$ cat src/rtl/prince_rnd_gen.sv
// prince_rnd_gen
//   Fresh-randomness source for the 2nd-order masked PRINCE S-box datapath.
//   A Fibonacci LFSR is advanced OUT_W steps per delivered word. The low
//   OUT_W bits of the state feed the rnd bus of the input share refresher.
//   After every reset or seed load the block runs WARMUP_CYC warm-up cycles
//   before it presents its first word. After RESEED_INT delivered words it
//   raises reseed_req. Generation continues until a new seed arrives.
//
// Ports
//   clk        in   1       rising-edge clock
//   rst_n      in   1       asynchronous active-low reset
//   seed_valid in   1       seed present this cycle
//   seed       in   LFSR_W  new LFSR seed (all-zero is replaced by SEED_DEFAULT)
//   seed_ready out  1       always 1; a seed is accepted in every state
//   rnd_ready  in   1       consumer takes rnd this cycle
//   rnd_valid  out  1       rnd holds a fresh, never-delivered word
//   rnd        out  OUT_W   random word = state[OUT_W-1:0]
//   reseed_req out  1       RESEED_INT words delivered since the last seed
//   warm       out  1       high while warming up
//
// LFSR_W must be >= OUT_W.

module prince_rnd_gen #(
    parameter int          LFSR_W       = 32,
    parameter int          OUT_W        = 12,
    parameter logic [31:0] TAPS         = 32'h8020_0003,
    parameter logic [31:0] SEED_DEFAULT = 32'hACE1_2468,
    parameter int          WARMUP_CYC   = 8,
    parameter int          RESEED_INT   = 1024
) (
    input  logic              clk,
    input  logic              rst_n,
    input  logic              seed_valid,
    input  logic [LFSR_W-1:0] seed,
    output logic              seed_ready,
    input  logic              rnd_ready,
    output logic              rnd_valid,
    output logic [OUT_W-1:0]  rnd,
    output logic              reseed_req,
    output logic              warm
);

    localparam int WCNT_W = $clog2(WARMUP_CYC + 1);
    localparam int CNT_W  = $clog2(RESEED_INT + 1);

    localparam logic [WCNT_W-1:0] WCNT_LAST = WCNT_W'(WARMUP_CYC - 1);
    localparam logic [CNT_W-1:0]  WORDS_MAX = CNT_W'(RESEED_INT);
    localparam logic [LFSR_W-1:0] TAP_MASK  = LFSR_W'(TAPS);
    localparam logic [LFSR_W-1:0] SEED_DEF  = LFSR_W'(SEED_DEFAULT);

    typedef enum logic {
        WARMUP = 1'b0,
        RUN    = 1'b1
    } fsm_t;

    fsm_t              fsm, fsm_nxt;
    logic [LFSR_W-1:0] state, state_nxt;
    logic [WCNT_W-1:0] wcnt, wcnt_nxt;
    logic [CNT_W-1:0]  words, words_nxt;
    logic              vld_nxt;
    logic              req_nxt;
    logic              load;
    logic              xfer;

    // OUT_W LFSR steps unrolled into a single combinational chain.
    logic [OUT_W:0][LFSR_W-1:0] chain;
    logic [LFSR_W-1:0]          adv_state;

    assign chain[0] = state;

    genvar g;
    generate
        for (g = 0; g < OUT_W; g++) begin : g_step
            assign chain[g+1] = {chain[g][LFSR_W-2:0], ^(chain[g] & TAP_MASK)};
        end
    endgenerate

    assign adv_state = chain[OUT_W];

    assign seed_ready = 1'b1;
    assign load       = seed_valid && seed_ready;
    assign xfer       = rnd_valid && rnd_ready;
    assign rnd        = state[OUT_W-1:0];
    assign warm       = (fsm == WARMUP);

    always_comb begin
        fsm_nxt   = fsm;
        state_nxt = state;
        wcnt_nxt  = wcnt;
        words_nxt = words;
        vld_nxt   = rnd_valid;
        req_nxt   = reseed_req;

        if (load) begin
            // A seed overrides a concurrent handshake. The word on rnd is
            // treated as consumed, because the state is replaced.
            state_nxt = (seed == '0) ? SEED_DEF : seed;
            fsm_nxt   = WARMUP;
            wcnt_nxt  = '0;
            words_nxt = '0;
            vld_nxt   = 1'b0;
            req_nxt   = 1'b0;
        end else begin
            case (fsm)
                WARMUP: begin
                    state_nxt = adv_state;
                    wcnt_nxt  = wcnt + 1'b1;
                    vld_nxt   = 1'b0;
                    if (wcnt == WCNT_LAST) begin
                        fsm_nxt  = RUN;
                        wcnt_nxt = '0;
                        vld_nxt  = 1'b1;
                    end
                end
                RUN: begin
                    vld_nxt = 1'b1;
                    if (xfer) begin
                        state_nxt = adv_state;
                        if (words != WORDS_MAX)
                            words_nxt = words + 1'b1;
                    end
                    // Registered from the next count, so the flag rises in
                    // the cycle right after the transfer that reaches the limit.
                    req_nxt = (words_nxt == WORDS_MAX);
                end
                default: begin
                    fsm_nxt = WARMUP;
                    vld_nxt = 1'b0;
                end
            endcase
        end
    end

    always_ff @(posedge clk or negedge rst_n) begin
        if (!rst_n) begin
            fsm        <= WARMUP;
            state      <= SEED_DEF;
            wcnt       <= '0;
            words      <= '0;
            rnd_valid  <= 1'b0;
            reseed_req <= 1'b0;
        end else begin
            fsm        <= fsm_nxt;
            state      <= state_nxt;
            wcnt       <= wcnt_nxt;
            words      <= words_nxt;
            rnd_valid  <= vld_nxt;
            reseed_req <= req_nxt;
        end
    end

endmodule

$ cat config.mk
export PLATFORM = sky130hd
export DESIGN_NAME = prince_rnd_gen
export DESIGN_NICKNAME = d
export VERILOG_FILES = /design/src/rtl/prince_rnd_gen.sv
export SDC_FILE = /design/constraint.sdc
export NUM_CORES = 1
export LEC_CHECK = 0
export ABC_AREA = 1
export CAP_MARGIN = 10
export CORE_ASPECT_RATIO = 0.8
export CORE_UTILIZATION = 58
export CTS_CLUSTER_DIAMETER = 150
export DETAILED_ROUTE_END_ITERATION = 7
export PLACE_DENSITY = 0.85
export SLEW_MARGIN = 20
export SYNTH_ARGS = -nofsm -noshare
export SYNTH_HDL_FRONTEND = slang
export SYNTH_SLANG_ARGS = --single-unit
$ cat constraint.sdc
create_clock -name clk -period 5.2 [get_ports clk]
set_input_delay 0.52 -clock clk [delete_from_list [all_inputs] [get_ports clk]]
set_output_delay 0.52 -clock clk [all_outputs]
set_load 0.01 [all_outputs]
==> impl_metrics.yaml, run 1 <==
clock_network:
  clk_pin_slew_worst_paths_ns: 0.10
  cts_buffers: 5
  insertion_delay_ns: 0.31
  cts_resized: 0
  root_buffer: "clkbuf_8"
  clock_sinks: 49
  cts_buffer_depth: 2
  cts_setup_buffers: 0
  cts_tree: "done"
  cts_max_level: 2
  hold_buffers: 0
sta:
  fin_worst_skew_ns: 0.00619
  rsz0062_at_grt: "no"
  drv_slew: 0
  slew_headroom_pct: 45.8
  fin_tns_setup_ns: 0
  hold_viol: 0
  clock.fmax_mhz: 378
  post-route-min-period_ns: 2.65
  fin_crit_sh_pct: 50.9
  max_slew.worst_pin.slew_ns: 0.805
  finalSetupViolations: 0
layout:
  final_common_cell: "nand2_1"
  syn2layout_area_growth_pct: 17.2
  drive_above_1_share_pct: 15.0
  n_fill_cell: 446
  nets: 504
  fin_area_sq_mm: 0.00382
  diodes: 0
  final_cell_mix: "nand2_1, nor2_1, clkdlybuf4s50_1"
  final_cells: 544
synth:
  synth-seq-cells: 49
  yosys_warnings: 0
  netlist_area_sq_mm: 0.00326
  syn_inst: 432
  syn-num-nets: 471
  seq_area_frac_synth_pct: 38.1
  syn-mean-instance-area_sq_um: 7.54
  synth.distinct_cells: 36
detailed_routing:
  ant_nets: 0
  drc: 0
  drt_wl_total_microns: 8280
  vias: 3073
  drtPass1Iterations: 4
  viasPerCell: 5.65
  drt_iter0_drc: 204
  routedWlPerCell_microns: 15.2
grt:
  first_global_vias: 2818
  grt_pass1_wl_microns: 13400
  overflow: 0
  grt_max_degree: 50
  grt.total_usage_pct: 29.3
  antenna_found_initial: 0
pwr:
  power-per-cell-area_mw_per_mm2: 444
  p_sw_share_pct: 43.0
  peakVddDrop_v: 0.000268
  p_switching_uw: 730
  p_total_mw: 1.70
  power_frac_seq_pct: 33.5
  pwr-share-clk_pct: 16.4
  intPower_uw: 968
  leakage_nw: 1.79
  p_comb_share_pct: 50.1
floorplanning:
  die_w_microns: 85.8
  dieHeight_microns: 69.0
  start_util_pct: 59.9
  die_area_sq_mm: 0.00592
  core_area_sq_mm: 0.00544
  core.rowCount: 24
  ios: 52
placement:
  place_congestion: 0.866
  post-place-cells: 536
  place.detailed.hpwl_microns: 6150
  port_buffers: 50
  place_area_sq_mm: 0.00371
critical_path:
  cp.required_ns: 5.45
  path_class: "in2reg"
  cp-end-kind: "flop"
  critPathLaunchType: "input port"
  worstPathArrival_ns: 2.89
  crit_fanout: 7
status:
  outcome: "complete, no violations"
worst_hold_path:
  hp-class: "in2async"
run:
  cap_violations: 0
-- through the flow --
stage	util, %	hold slack [ns]	worst slack (ns)
detailed placement	68.3	0.470	2.32
floorplan	-	0.224	3.53
global route	70.3	0.355	2.43
global placement	68.3	0.464	2.33
finish	70.3	0.281	2.55
CTS	70.3	0.323	2.62
-- routing by layer --
metal	track usage, %	routed length, microns	vias up	part of all wire [%]
li1	-	-	1466	-
met1	43.2	3860	1444	47
met2	44.2	3710	150	45
met3	4.91	587	13	7.1
met4	9.44	127	0	1.5
met5	0	0	-	0
-- state kept, by name (all words and copies together) (netlist names) --
register	cells
reseed_req	1
words	11
wcnt	4
state	32
fsm	1
-- power groups by stage --
stage	registers, mW	clock network, mW	logic, mW
global placement	0.571	0	0.806
floorplan	0.543	0	0.668
global route	0.577	0.295	0.933
CTS	0.566	0.280	0.844
finish	0.569	0.278	0.851
detailed placement	0.574	0	0.838
-- layout make-up --
class	count	area (sq um)	share of cell area (%)
clock buffers	6	72.6	1.90
clock inverters	2	35.0	0.917
inverters	39	149	3.90
multi-input cells	316	1700	44.6
flip-flops and latches	49	1240	32.5
well taps	78	97.6	2.55
repair buffers	54	520	13.6
-- worst paths after layout --
kind	start	to	slack, ns	cells after the start
max	seed[9]	state[10]$_DFFE_PN1P_	2.55	7
min	rst_n	state[8]$_DFFE_PN0P_	0.28	2
max reg2reg	fsm$_DFF_PN0_	state[13]$_DFFE_PN1P_	2.84	5
min reg2reg	reseed_req$_DFFE_PN0P_	reseed_req$_DFFE_PN0P_	0.49	2
max in group asynchronous	rst_n	state[2]$_DFFE_PN0P_	4.47	2
min in group clk	reseed_req$_DFFE_PN0P_	reseed_req$_DFFE_PN0P_	0.49	2
-- cells by family (layout without fill, tap and decap cells) --
| logic type | Yosys count | in the layout | share of synthesized area [%] |
|---|---|---|---|
| buffers and inverters | 67 | 101 | 9.60 |
| adder cells (fa/ha/maj) | 3 | 3 | 1.15 |
| other | 1 | 1 | 0.115 |
| AO/OA/AOI/OAI | 66 | 66 | 11.5 |
| XOR/XNOR | 23 | 23 | 6.18 |
| flip-flops | 49 | 49 | 38.1 |
| AND/OR/NAND/NOR | 223 | 223 | 33.3 |
-- synthesized netlist by cell type (all sizes together) --
| library cell | count | area (sq um) |
|---|---|---|
| nor2 | 51 | 213 |
| ha | 3 | 37.5 |
| conb | 1 | 3.75 |
| xor2 | 12 | 105 |
| clkinv | 2 | 7.51 |
| a22o | 1 | 8.76 |
| dfstp | 13 | 342 |
| o221ai | 1 | 8.76 |
| dfrtp | 36 | 901 |
| clkbuf | 12 | 45.0 |
| a31oi | 15 | 93.8 |
| xnor2 | 11 | 96.3 |
| nand2 | 113 | 492 |
| o22ai | 5 | 31.3 |
| nand4 | 7 | 50.1 |
| nor4 | 9 | 56.3 |
| nand3 | 41 | 260 |
| inv | 37 | 141 |
| o21ai | 32 | 164 |
| and3 | 1 | 6.26 |
| buf | 16 | 119 |
| a21oi | 12 | 67.6 |
| or2 | 1 | 8.76 |
-- worst max-delay path, cell delays in order --
cell             delay [ns]
clkdlybuf4s50_1        0.44
nor4_1                 0.52
nand4_1                0.18
o21ai_0                0.67
buf_4                  0.29
o221ai_1               0.15
nand2_1                0.12
Power figures use the tool's default switching activity.
==> inputs of run 2 (changes only) <==
CORE_UTILIZATION = 54   (was 58)
PLACE_DENSITY = 0.8   (was 0.85)
clock period = 2.7 ns   (was 5.2 ns; I/O delays follow)
==> run 2 against run 1 <==
Compared with the run above: final area up 1.8%; final cell count increased by 0.55%; sequential share of layout area down 0.59 points; total power up 100%; global-route usage grew 0.25 points; clock power rose by 130%; die area rose by 7.2%; routed wire length increased by 2.1%.
==> impl_metrics.yaml, run 2 (synthesis results as in run 1) <==
layout:
  reg_top3: "state: 32 flops, words: 11 flops, wcnt: 4 flops"
  diodes: 0
  utilization_pct: 69.3
  regMostFlops: "state"
  largest_reg_flops: 32
  drive_above_1_share_pct: 15.6
  final_common_cell: "nand2_1"
  final_cell_mix: "nand2_1, nor2_1, clkdlybuf4s50_1"
  nets: 507
  final_cells: 547
  syn2layout_area_growth_pct: 19.4
  n_fill_cell: 487
critical_path:
  path_cells: "nand2_1, nand2_1, nand2_1, nand2_2, clkinv_1, nand2_1, nand3_2, nand2_1, nand2_2, nand2_1, nand2_1, nand2_1, nand2_2, nand3_2, a21oi_2"
  crit_slowest_cell: "dfstp_2"
  slowest_delay_ns: 0.61
  path_class: "reg2reg"
  worstPathArrival_ns: 2.28
  reg2reg_from: "state[21]$_DFFE_PN1P_"
  cp-end-kind: "flop"
  path_buf_inv: 1
  cp_common_cell: "nand2_1"
  critPathLaunch: "state[21]$_DFFE_PN1P_"
  crit_fanout: 5
  cp_top_family: "simple AND/OR/NAND/NOR gates"
  cp.required_ns: 2.91
  critPathLaunchType: "flop"
pwr:
  power-per-cell-area_mw_per_mm2: 875
  leakage_nw: 1.82
  peakVddDrop_v: 0.000449
detailed_routing:
  drtPass1Iterations: 5
  ant_nets: 0
  drt_iter0_drc: 248
  vias: 3051
  viasPerCell: 5.58
  drc: 0
  drt_wl_total_microns: 8460
  routedWlPerCell_microns: 15.5
clock_network:
  cts_setup_buffers: 0
  cts_tree: "done"
  clock_sinks: 49
  cts_buffers: 5
  cts_max_level: 2
  insertion_delay_ns: 0.32
  cts_buffer_depth: 2
  cts_resized: 0
  hold_buffers: 0
  clk_pin_slew_worst_paths_ns: 0.10
  root_buffer: "clkbuf_8"
grt:
  overflow: 0
  grt_pass1_wl_microns: 14000
  grt.total_usage_pct: 29.6
  grt_max_degree: 54
  antenna_found_initial: 0
  first_global_vias: 2944
floorplanning:
  dieHeight_microns: 71.5
  ios: 52
  core_area_sq_mm: 0.00562
  die_w_microns: 88.8
  core.rowCount: 24
  die_area_sq_mm: 0.00635
  start_util_pct: 58.0
sta:
  fin_worst_skew_ns: 0.0143
  rsz0062_at_grt: "no"
  fin_crit_sh_pct: 76.8
  drv_slew: 0
  post-route-min-period_ns: 2.07
  hold_viol: 0
  clock.fmax_mhz: 482
  finalSetupViolations: 0
  fin_ws_ns: 0.626
  fin_tns_setup_ns: 0
  max_slew.worst_pin.slew_ns: 0.581
  slew_headroom_pct: 61.3
status:
  outcome: "complete, no violations"
placement:
  place_congestion: 0.889
  post-place-cells: 538
  place.detailed.hpwl_microns: 6350
  port_buffers: 50
  dp_slack_ns: 0.448
worst_hold_path:
  hp-class: "in2reg"
  min_from: "seed_valid"
run:
  cap_violations: 0
[run 2: tightest hold or removal path: stages]
cell and delay, ns:
buf_2 0.26, nand2_1 0.11, a31oi_1 0.08
[run 2: area by class of cell]
cell class,instances,area (sq um),share of cell area (%)
multi-input cells,316,1700,43.8
flip-flops and latches,49,1240,31.9
repair buffers,57,561,14.4
inverters,39,149,3.83
well taps,78,97.6,2.51
clock buffers,5,68.8,1.77
clock inverters,3,68.8,1.77
[run 2: where the power goes]
| part | internal [mW] | leakage (nW) | total (mW) | switching, mW |
|---|---|---|---|---|
| Sequential | 0.921 | 0.598 | 1.10 | 0.176 |
| Combinational | 0.669 | 1.16 | 1.66 | 0.988 |
| Clock | 0.373 | 0.0687 | 0.648 | 0.274 |
| Total | 1.96 | 1.82 | 3.40 | 1.44 |
[run 2: worst paths after layout]
path	to	slack [ns]	cells after the start
setup reg to reg	state[1]$_DFFE_PN0P_	0.63	15
max in group asynchronous	state[5]$_DFFE_PN1P_	1.61	3
setup / recovery	state[1]$_DFFE_PN0P_	0.63	15
hold / removal	state[8]$_DFFE_PN0P_	0.44	3
min in group asynchronous	wcnt[0]$_DFFE_PN0P_	0.48	2
hold reg to reg	reseed_req$_DFFE_PN0P_	0.51	2
[run 2: layer usage]
layer | part of all wire [%] | track usage (%)
met5 | 0 | 0
met2 | 46 | 45.4
met1 | 45 | 41.7
met4 | 1.6 | 8.96
met3 | 8.0 | 6.91
[run 2: per-stage QoR]
stage	hold WS (ns)	area, sq um	total power, mW
2_1_floorplan	-0.0256	3260	2.33
3_3_place_gp	0.468	3740	2.66
3_5_place_dp	0.494	3740	2.73
4_1_cts	0.163	3880	3.39
5_1_grt	0.453	3890	3.62
6_report	0.441	3890	3.40
==> inputs of run 3 (changes only) <==
clock period = 2.15 ns   (was 2.7 ns; I/O delays follow)
==> run 3 against run 2 <==
Compared with the run above: sequential power rose by 25%; routed wire length rose by 0.31%; maximum frequency rose by 5.2%; clock power fell by 14%; count of clock-buffer cells in the layout rose by 1; worst setup slack got worse by 0.45 ns; final cell count rose by 0.73%; register-to-register slack got worse by 0.45 ns; non-clock buffer count rose by 4; critical path depth did not move; largest power group unchanged; highest routed layer unchanged.
==> impl_metrics.yaml, run 3 (synthesis results as in run 1) <==
status:
  outcome: "complete, no violations"
grt:
  grt.total_usage_pct: 29.4
  overflow: 0
  first_global_vias: 2917
  grt_max_degree: 54
  antenna_found_initial: 0
  grt_pass1_wl_microns: 14000
layout:
  syn2layout_area_growth_pct: 18.8
  diodes: 0
  drive_above_1_share_pct: 16.3
  largest_reg_flops: 32
  final_cell_mix: "nand2_1, nor2_1, clkdlybuf4s50_1"
  regMostFlops: "state"
  reg_top3: "state: 32 flops, words: 11 flops, wcnt: 4 flops"
  nets: 511
  final_common_cell: "nand2_1"
sta:
  max_slew.worst_pin.slew_ns: 0.556
  fin_ws_ns: 0.179
  fin_worst_skew_ns: 0.0135
  drv_slew: 0
  fin_crit_sh_pct: 91.7
  hold_viol: 0
  slew_headroom_pct: 62.6
  finalSetupViolations: 0
  rsz0062_at_grt: "no"
  post-route-min-period_ns: 1.97
  clock.fmax_mhz: 507
  fin_tns_setup_ns: 0
run:
  cap_violations: 0
critical_path:
  critPathLaunch: "state[21]$_DFFE_PN1P_"
  cp.required_ns: 2.35
  reg2reg_from: "state[21]$_DFFE_PN1P_"
  worstPathArrival_ns: 2.17
  cp-end-kind: "flop"
  path_class: "reg2reg"
  critPathLaunchType: "flop"
  crit_fanout: 5
detailed_routing:
  viasPerCell: 5.52
  drtPass1Iterations: 5
  vias: 3044
  drt_iter0_drc: 286
  drc: 0
  ant_nets: 0
  routedWlPerCell_microns: 15.4
  drt_wl_total_microns: 8480
clock_network:
  cts_buffer_depth: 2
  cts_tree: "done"
  cts_buffers: 5
  root_buffer: "clkbuf_8"
  clock_sinks: 49
  clk_pin_slew_worst_paths_ns: 0.09
  cts_max_level: 2
  insertion_delay_ns: 0.31
worst_hold_path:
  hp-class: "in2async"
pwr:
  power-per-cell-area_mw_per_mm2: 1040
  peakVddDrop_v: 0.000617
  leakage_nw: 1.81
floorplanning:
  die_area_sq_mm: 0.00635
  core.rowCount: 24
  start_util_pct: 58.0
  die_w_microns: 88.8
  ios: 52
  dieHeight_microns: 71.5
  core_area_sq_mm: 0.00562
placement:
  dp_slack_ns: 0.0112
  place_congestion: 0.869
  port_buffers: 50
  place.detailed.hpwl_microns: 6450
run 3: cell types whose count changed in the layout (fill, tap and decap cells not counted):
cell	delta
nand2_2	+1
buf_2	+1
clkinvlp_4	+2
clkbuf_1	+1
inv_6	-1
bufinv_16	-2
nand2_1	-1
buf_4	+3
run 3: timing repair:
item                                    4_1_cts  5_1_grt
setup buffers                                 0        1
resized for setup                             0        1
endpoints found under the setup margin        0        1
hold buffers                                  1        0
hold endpoints to repair                      9        0
run 3: routing by layer:
metal / wire, microns / track usage [%] / vias up
met5: 0 / 0 / -
met4: 81 / 8.06 / 0
met3: 592 / 4.15 / 9
met2: 3780 / 43.6 / 126
met1: 4030 / 45.1 / 1424
li1: - / - / 1485
run 3: worst max-delay path, stage by stage, from the launching register on:
cell and delay (ns):
dfstp_2 0.57, nand2_1 0.06, nand2_1 0.12, nand2_1 0.08, nand2_2 0.13, clkinv_1 0.09, nand2_1 0.09, nand3_2 0.13
nand2_2 0.11, nand2_2 0.07, nand2_1 0.08, nand2_1 0.06, nand2_1 0.08, nand2_1 0.06, nand3_2 0.06, a21oi_2 0.06
run 3: path summary, 6_finish.rpt:
check	end	cells past startpoint	slack (ns)
worst max-delay path	state[1]$_DFFE_PN0P_	15	0.18
worst min-delay path	wcnt[0]$_DFFE_PN0P_	2	0.31
worst max register to register	state[1]$_DFFE_PN0P_	15	0.18
worst min register to register	reseed_req$_DFFE_PN0P_	2	0.50
max in group asynchronous	state[22]$_DFFE_PN1P_	3	1.20
min in group clk	state[3]$_DFFE_PN1P_	4	0.31
run 3: stage by stage:
step                instance area, sq um  power [mW]  utilization, %  std cells  hold WS [ns]
detailed placement                  3760        3.43            67.0        541         0.112
finish                              3870        4.02            68.9        551         0.306
global route                        3870        4.30            68.9        551         0.326
floorplan                           3260        2.93               -        432       -0.0806
CTS                                 3860        3.99            68.7        550         0.296
global placement                    3760        3.34            67.0        541         0.109
run 3: area by class of cell:
type / instances / area (sq um)
clock buffers: 6 / 72.6
clock inverters: 2 / 15.0
fillers: 466 / 1750
inverters: 39 / 149
multi-input cells: 316 / 1710
flip-flops and latches: 49 / 1240
well taps: 78 / 97.6
repair buffers: 61 / 588
run 3: power breakdown:
part	internal [mW]	switching (mW)	total, mW
clock	0.230	0.325	0.555
combinational	0.853	1.24	2.09
sequential	1.16	0.216	1.37
total	2.24	1.78	4.02
